--- config.mk ---
export PLATFORM = sky130hd
export DESIGN_NAME = circuit8_seq
export DESIGN_NICKNAME = d
export VERILOG_FILES = /design/src/rtl/circuit8_seq.sv
export SDC_FILE = /design/constraint.sdc
export NUM_CORES = 1
export LEC_CHECK = 0
export ABC_AREA = 1
export CORE_ASPECT_RATIO = 2
export CORE_MARGIN = 8
export CORE_UTILIZATION = 50
export CTS_BUF_LIST = sky130_fd_sc_hd__clkbuf_16
export CTS_CLUSTER_SIZE = 25
export DETAILED_ROUTE_END_ITERATION = 8
export PLACE_DENSITY = 0.69
export SLEW_MARGIN = 0
export SYNTH_ARGS = -nofsm -noshare
export SYNTH_HDL_FRONTEND = slang
export SYNTH_SLANG_ARGS = --single-unit
export TNS_END_PERCENT = 30
--- constraint.sdc ---
create_clock -name Clk -period 2.9 [get_ports Clk]
set_input_delay 0.58 -clock Clk [delete_from_list [all_inputs] [get_ports Clk]]
set_output_delay 0.58 -clock Clk [all_outputs]
set_load 0.02 [all_outputs]
--- src/rtl/circuit8_seq.sv ---
// circuit8_seq: multi-cycle CIRCUIT8 sequencer.
// z = ((a mod c) == 0) ? a - 1 : c + 1, with the MOD computed by one shared
// restoring-remainder stage that iterates once per bit of the dividend.
// Operands come in over a valid/ready handshake and the result goes out the same way.
module circuit8_seq #(
  parameter int unsigned WIDTH = 64
) (
  input  logic             Clk,
  input  logic             Rst,
  input  logic [WIDTH-1:0] a,
  input  logic [WIDTH-1:0] c,
  input  logic             in_valid,
  output logic             in_ready,
  output logic [WIDTH-1:0] z,
  output logic             div_by_zero,
  output logic             out_valid,
  input  logic             out_ready,
  output logic             busy
);

  localparam int unsigned CW = (WIDTH > 2) ? $clog2(WIDTH) : 1;

  localparam logic [1:0] S_IDLE = 2'd0;
  localparam logic [1:0] S_DIV  = 2'd1;
  localparam logic [1:0] S_FIN  = 2'd2;
  localparam logic [1:0] S_DONE = 2'd3;

  logic [1:0]       state_q, state_d;
  logic [WIDTH-1:0] a_q, a_d;
  logic [WIDTH-1:0] c_q, c_d;
  logic [WIDTH-1:0] dvd_q, dvd_d;
  logic [WIDTH-1:0] rem_q, rem_d;
  logic [CW-1:0]    cnt_q, cnt_d;
  logic [WIDTH-1:0] z_q, z_d;
  logic             dbz_q, dbz_d;
  logic             ov_q, ov_d;

  // Remainder-stage scratch values.
  logic [WIDTH:0]   t;
  logic [WIDTH:0]   diff;
  logic [WIDTH-1:0] g;

  // State and datapath registers; reset discards any partial result.
  always_ff @(posedge Clk or negedge Rst) begin
    if (!Rst) begin
      state_q <= S_IDLE;
      a_q     <= '0;
      c_q     <= '0;
      dvd_q   <= '0;
      rem_q   <= '0;
      cnt_q   <= '0;
      z_q     <= '0;
      dbz_q   <= 1'b0;
      ov_q    <= 1'b0;
    end else begin
      state_q <= state_d;
      a_q     <= a_d;
      c_q     <= c_d;
      dvd_q   <= dvd_d;
      rem_q   <= rem_d;
      cnt_q   <= cnt_d;
      z_q     <= z_d;
      dbz_q   <= dbz_d;
      ov_q    <= ov_d;
    end
  end

  // Next-state and datapath sequencing: accept, iterate, finish, hand off.
  always_comb begin
    state_d = state_q;
    a_d     = a_q;
    c_d     = c_q;
    dvd_d   = dvd_q;
    rem_d   = rem_q;
    cnt_d   = cnt_q;
    z_d     = z_q;
    dbz_d   = dbz_q;
    ov_d    = ov_q;

    // Shift in the next dividend bit; a borrow out of the MSB means t < c.
    t    = {rem_q, dvd_q[WIDTH-1]};
    diff = t - {1'b0, c_q};
    // Divide by zero leaves the remainder equal to the dividend.
    g    = (c_q == '0) ? a_q : rem_q;

    case (state_q)
      S_IDLE: begin
        if (in_valid) begin
          a_d     = a;
          c_d     = c;
          dvd_d   = a;
          rem_d   = '0;
          cnt_d   = '0;
          state_d = (c == '0) ? S_FIN : S_DIV;
        end
      end
      S_DIV: begin
        rem_d = diff[WIDTH] ? t[WIDTH-1:0] : diff[WIDTH-1:0];
        dvd_d = {dvd_q[WIDTH-2:0], 1'b0};
        cnt_d = cnt_q + CW'(1);
        if (cnt_q == CW'(WIDTH - 1)) begin
          state_d = S_FIN;
        end
      end
      S_FIN: begin
        z_d     = (g == '0) ? (a_q - WIDTH'(1)) : (c_q + WIDTH'(1));
        dbz_d   = (c_q == '0);
        ov_d    = 1'b1;
        state_d = S_DONE;
      end
      S_DONE: begin
        if (ov_q && out_ready) begin
          ov_d    = 1'b0;
          state_d = S_IDLE;
        end
      end
      default: begin
        state_d = S_IDLE;
      end
    endcase
  end

  // Handshake status decodes from the state register only.
  assign in_ready    = (state_q == S_IDLE);
  assign busy        = (state_q != S_IDLE);
  assign z           = z_q;
  assign div_by_zero = dbz_q;
  assign out_valid   = ov_q;

endmodule

==> Yosys cells after proc, flatten, opt, wreduce, memory -nomap -nowiden <==
Cells that the tools add are included.
{ "word_totals": {"input_bits": 132, "register_bits": 330} }
{ "classes": {"n_mux": 16, "add_sub_neg": 4, "eq_ne": 7, "n_reduce_logical": 12} }
{ "op_table": {"columns": ["operator", "n"], "rows": [
  ["64-bit 2-to-1 mux", 5],
  ["64-bit one-hot mux with 2 select lines", 2],
  ["64-bit zero test", 3],
  ["65-bit by 64-bit subtractor with 65-bit output", 1],
  ["64-bit by 1-bit adder with 64-bit output, second input constant", 1],
  ["64-bit by 1-bit subtractor with 64-bit output, second input constant", 1],
  ["6-bit one-hot mux with 2 select lines", 1],
  ["2-bit 2-to-1 mux", 4],
  ["2-bit one-hot mux with 4 select lines", 1],
  ["6-bit by 1-bit adder with 6-bit output, second input constant", 1],
  ["6-bit == test, second input constant", 1],
  ["6-bit 2-to-1 mux", 1],
  ["2-bit != test, second input constant", 3],
  ["2-bit AND reduction", 3],
  ["2-bit nonzero test", 3],
  ["2-bit == test, second input constant", 2],
  ["3-bit AND reduction", 1],
  ["2-bit by 1-bit == test with 1-bit output, second input constant", 1],
  ["2-bit zero test", 1],
  ["1-bit one-hot mux with 2 select lines", 1],
  ["1-bit logical AND", 1],
  ["1-bit 2-to-1 mux", 1]
]} }

==> Depth between registers and ports, before layout <==
{ "logic_depth": {"ltp_word": 4, "depth_mapped": 21} }

==> Worst setup path after synthesis <==
OpenSTA, ideal clock, no wires.
{ "synth_timing": {"path_type": "register -> register", "start": "register c_q[0]", "end": "register rem_q[0]", "arrival_time_ns": 2.331, "slack_ns": 0.451, "path_stages_with_launch": 21, "period_less_slack_ns": 2.449, "n_path_buf": 2, "cell_sequence": "dfrtp_1 > ha_1 > fa_1 > inv_1 > nand2_1 > nand2_1 > nand3_1 > nand2_2 > nand2_1 > nand2_2 > nand2_2 > nand2_2 > nand2_4 > nand2_4 > nand2_4 > nand2_4 > buf_12 > buf_12 > nand2_2 > nand3_1 > nand2_1"} }
{ "synth_via": {"elab_chain_len": 3} }
{ "synth_rtl": {"columns": ["element", "line_no", "source"], "rows": [
  ["from (decl)", "30", "logic [WIDTH-1:0] c_q, c_d;"],
  ["from (signal assigned)", "48", "c_q <= '0;"],
  ["from (signal assigned)", "58", "c_q <= c_d;"],
  ["65-bit by 64-bit subtractor with 65-bit output", "82", "diff = t - {1'b0, c_q};"],
  ["64-bit 2-to-1 mux", "98", "rem_d = diff[WIDTH] ? t[WIDTH-1:0] : diff[WIDTH-1:0];"],
  ["64-bit one-hot mux with 2 select lines", "86", "case (state_q)"],
  ["to (signal assigned)", "60", "rem_q <= rem_d;"],
  ["to (decl)", "32", "logic [WIDTH-1:0] rem_q, rem_d;"]
]} }
No other way between the ends.
A chain may end at the register's enable or synchronous reset.

==> Final worst setup path <==
{ "layout_timing": {"start": "register c_q[7]", "end": "register rem_q[57]"} }
The elaborated chain is that of the path after synthesis.

==> metrics <==
Netlist cell types=49; total global routing overflow=0; share of power burned in the clock network=0.149; Pwr per Cell Area=993 nW/µm²; clock buffer depth=3; worst-margin pin slew=1.16 ns; crit path launch type=flop; area occupied by multi-input gates=13900 µm²; vias in the first global route=24775; vias per inst=5.32; DRT iter0 DRCs=2726; Pint=14400 µW; Total GRT Usage=0.315; syn nets=4161; Worst Setup EP=rem_q[57]; first-pass GRT wire length=143000 µm; Reg2Reg Depth=16; minimum clock period after layout=2.78 ns; post-synthesis cell area=24900 µm²; Worst-path clk slew=0.06 ns; static leakage=0.0157 µW; DR WL/cell=19.2 µm; period utilization=0.957; DP Area=28100 µm²; setup TNS=0 ns; Rows=116; share of layout cells above drive strength 1=0.0703; Worst Hold Class=flop to flop; max_cap viols=0; Num CTS Buffers=35; I/O Buffers=199; Crit Path Max Fanout=5; max-slew violations=0; # fillers=4919; # H-tree levels=2; Worst R2R Start=c_q[7]; smallest hold slack=0.483 ns; n_diodes=0; crit-path cells=inv_1 > ha_4 > nand2_1 > inv_1 > nand2_1 > nand2_1 > inv_1 > nand3_1 > nand2_1 > nand2_1 > nand2_1 > nand2_1 > nand2_1 > nand2_1 > nor2_1 > o21ai_1; CTS root buf=clkbuf_16; fin nets=4393; Critical Path Sink Type=flop; Area contributors post-synth=dfrtp_1 33%, nand2_1 23%, inv_1 9.8%, nor2_1 4.9%, nand3_1 4.2%; DRC errors left=0; IO Count=200; Die Width=174 µm; CTS tree=built; Clock Sink Count=330; Post-DRT Antenna Nets=0; vias=25870; critical path's largest stage delay=0.45 ns; reg-to-reg endpoint=rem_q[57]; Starting Density=0.502; Peak Freq=360 MHz; data required time at the worst endpoint=3.34 ns; post-synthesis sequential area ratio=0.331; setup violators final=0; Die Area=57700 µm²; endpoints failing hold=0; gpl congestion=1.03; final wirelength=93300 µm; largest net degree at the start of global routing=128; power share of the combinational group=0.573; detailed placement HPWL=75000 µm; Area Growth Syn to Fin=18.5%; Sw Share=0.509; Syn. warnings=0; Die Span Y=332 µm; Mapped Avg Cell Area=6.30 µm²; Seq pwr share=0.278; cell taking the most area after synthesis=dfrtp_1; Max VDD drop=1010 µV; RSZ-0062 raised after global routing=false; core area=49600 µm²; synthesized instance count=3956; synthesized flop and latch total=330; TritonRoute pass-1 iters=5; Sequential Area=8270 µm²; status=finished, final reports clean; Setup Skew=0.0229 ns; finished layout cell area=29500 µm²; Crit. Startpoint=c_q[7]; initial antenna violation count=0; post-synth top area share=0.331; Crit path arrival time=3.22 ns; worst relative slew slack=0.225; R2R setup slack=0.12 ns; critical path's slowest cell=dfrtp_2; worst-skew pair later-pin latency=0.56 ns; WS Path Type=flop to flop; most frequent CP cell=nand2_1; Sw Pwr=14900 µW
==> cell families (layout without fill, tap and decap cells) <==
logic type	Yosys count	count (layout)	share of synthesized area
flops	330	330	0.331
buf+inv	762	1018	0.121
xor+xnor	143	143	0.0502
fa+ha+maj	73	73	0.0369
compound gates	308	308	0.0702
simple gates	2340	2341	0.390
==> power by group through the flow <==
stage / Combinational (µW) / Sequential [µW] / Clock (µW)
2_1_floorplan: 10200 / 8080 / 0
3_3_place_gp: 16000 / 8100 / 0
3_5_place_dp: 16200 / 8110 / 0
4_1_cts: 16300 / 8070 / 4440
5_1_grt: 18400 / 8330 / 4610
6_report: 16800 / 8140 / 4380
==> routing by layer <==
layer	part of all wire	track usage	wire length, µm	up-vias
met5	0	0	0	-
met4	0.061	0.163	5670	0
met3	0.070	0.0398	6530	225
met2	0.45	0.506	42100	1112
met1	0.42	0.410	39000	11860
li1	-	-	-	12673
==> worst max-delay path: cells and delay by family, from the launching register on <==
family	cells	cell delay, ns
flops	1	0.45
fa+ha+maj	1	0.25
compound gates	1	0.07
simple gates	11	1.52
buf+inv	3	0.35
==> how the worst min path moves through the flow <==
stage,start,endpoint,slack (ns),cells after the start
final,z[6],z[6],0.48,2
after global routing,z[5],z[5],0.50,2
after CTS,z[5],z[5],0.49,2
after detailed placement,z[5],z[5],0.47,2
after global placement,z[14],z[14],0.46,2
after floorplan,Rst,a_q[0],0.28,0
==> what timing repair did <==
action                     CTS  global route
pin swaps                    0             2
setup endpoints to repair    1            70
gates cloned                 0             2
hold endpoints to repair    45             0
buffers inserted             0            13
hold buffers                 1             0
resized for setup            1            51
==> synth_stat cells (all sizes together) <==
cell type and number:
a2111oi 1, a21boi 2, a21oi 55, a22o 1, a22oi 1, a31oi 1
and2 3, and3 3, buf 39, clkbuf 63, clkinv 1, dfrtp 330
fa 1, ha 72, inv 659, nand2 1598, nand2b 2, nand3 212
nand3b 6, nand4 65, nor2 345, nor3 73, nor3b 1, nor4 29
o211ai 64, o21ai 180, o21bai 2, o22ai 1, or2 3, xnor2 33
xor2 110
==> flip-flops by register name (all words and copies together) (netlist names) <==
name / count
a_q: 64
c_q: 64
cnt_q: 6
div_by_zero: 1
dvd_q: 64
out_valid: 1
rem_q: 64
state_q: 2
z: 64
==> stage by stage <==
stage,worst slack (ns),utilization,total power [µW],instances
2_1_floorplan,0.451,-,18300,3956
3_3_place_gp,0.0953,0.565,24100,4784
3_5_place_dp,0.0719,0.565,24400,4784
4_1_cts,0.0318,0.587,28800,4847
5_1_grt,0.00350,0.595,31400,4862
6_report,0.123,0.595,29300,4862
==> placed cells by master, fill, tap and decap left out, types with 54 or more instances in the layout <==
| cell | count |
|---|---|
| nor2_1 | 320 |
| dfrtp_1 | 323 |
| nor3_1 | 68 |
| nand4_1 | 65 |
| nand3_1 | 208 |
| clkdlybuf4s50_1 | 198 |
| o21ai_0 | 148 |
| xor2_1 | 110 |
| o211ai_1 | 64 |
| nand2_1 | 1538 |
| buf_4 | 78 |
| inv_1 | 649 |
| a21oi_1 | 54 |
==> layout make-up <==
type	instances	share of cell area
clock inverters	27	0.00677
inverters	660	0.0844
flip-flops and latches	330	0.280
well taps	649	0.0275
clock buffers	35	0.0296
repair buffers	296	0.100
multi-input cells	2865	0.472
(Power assumes the default switching activity.)
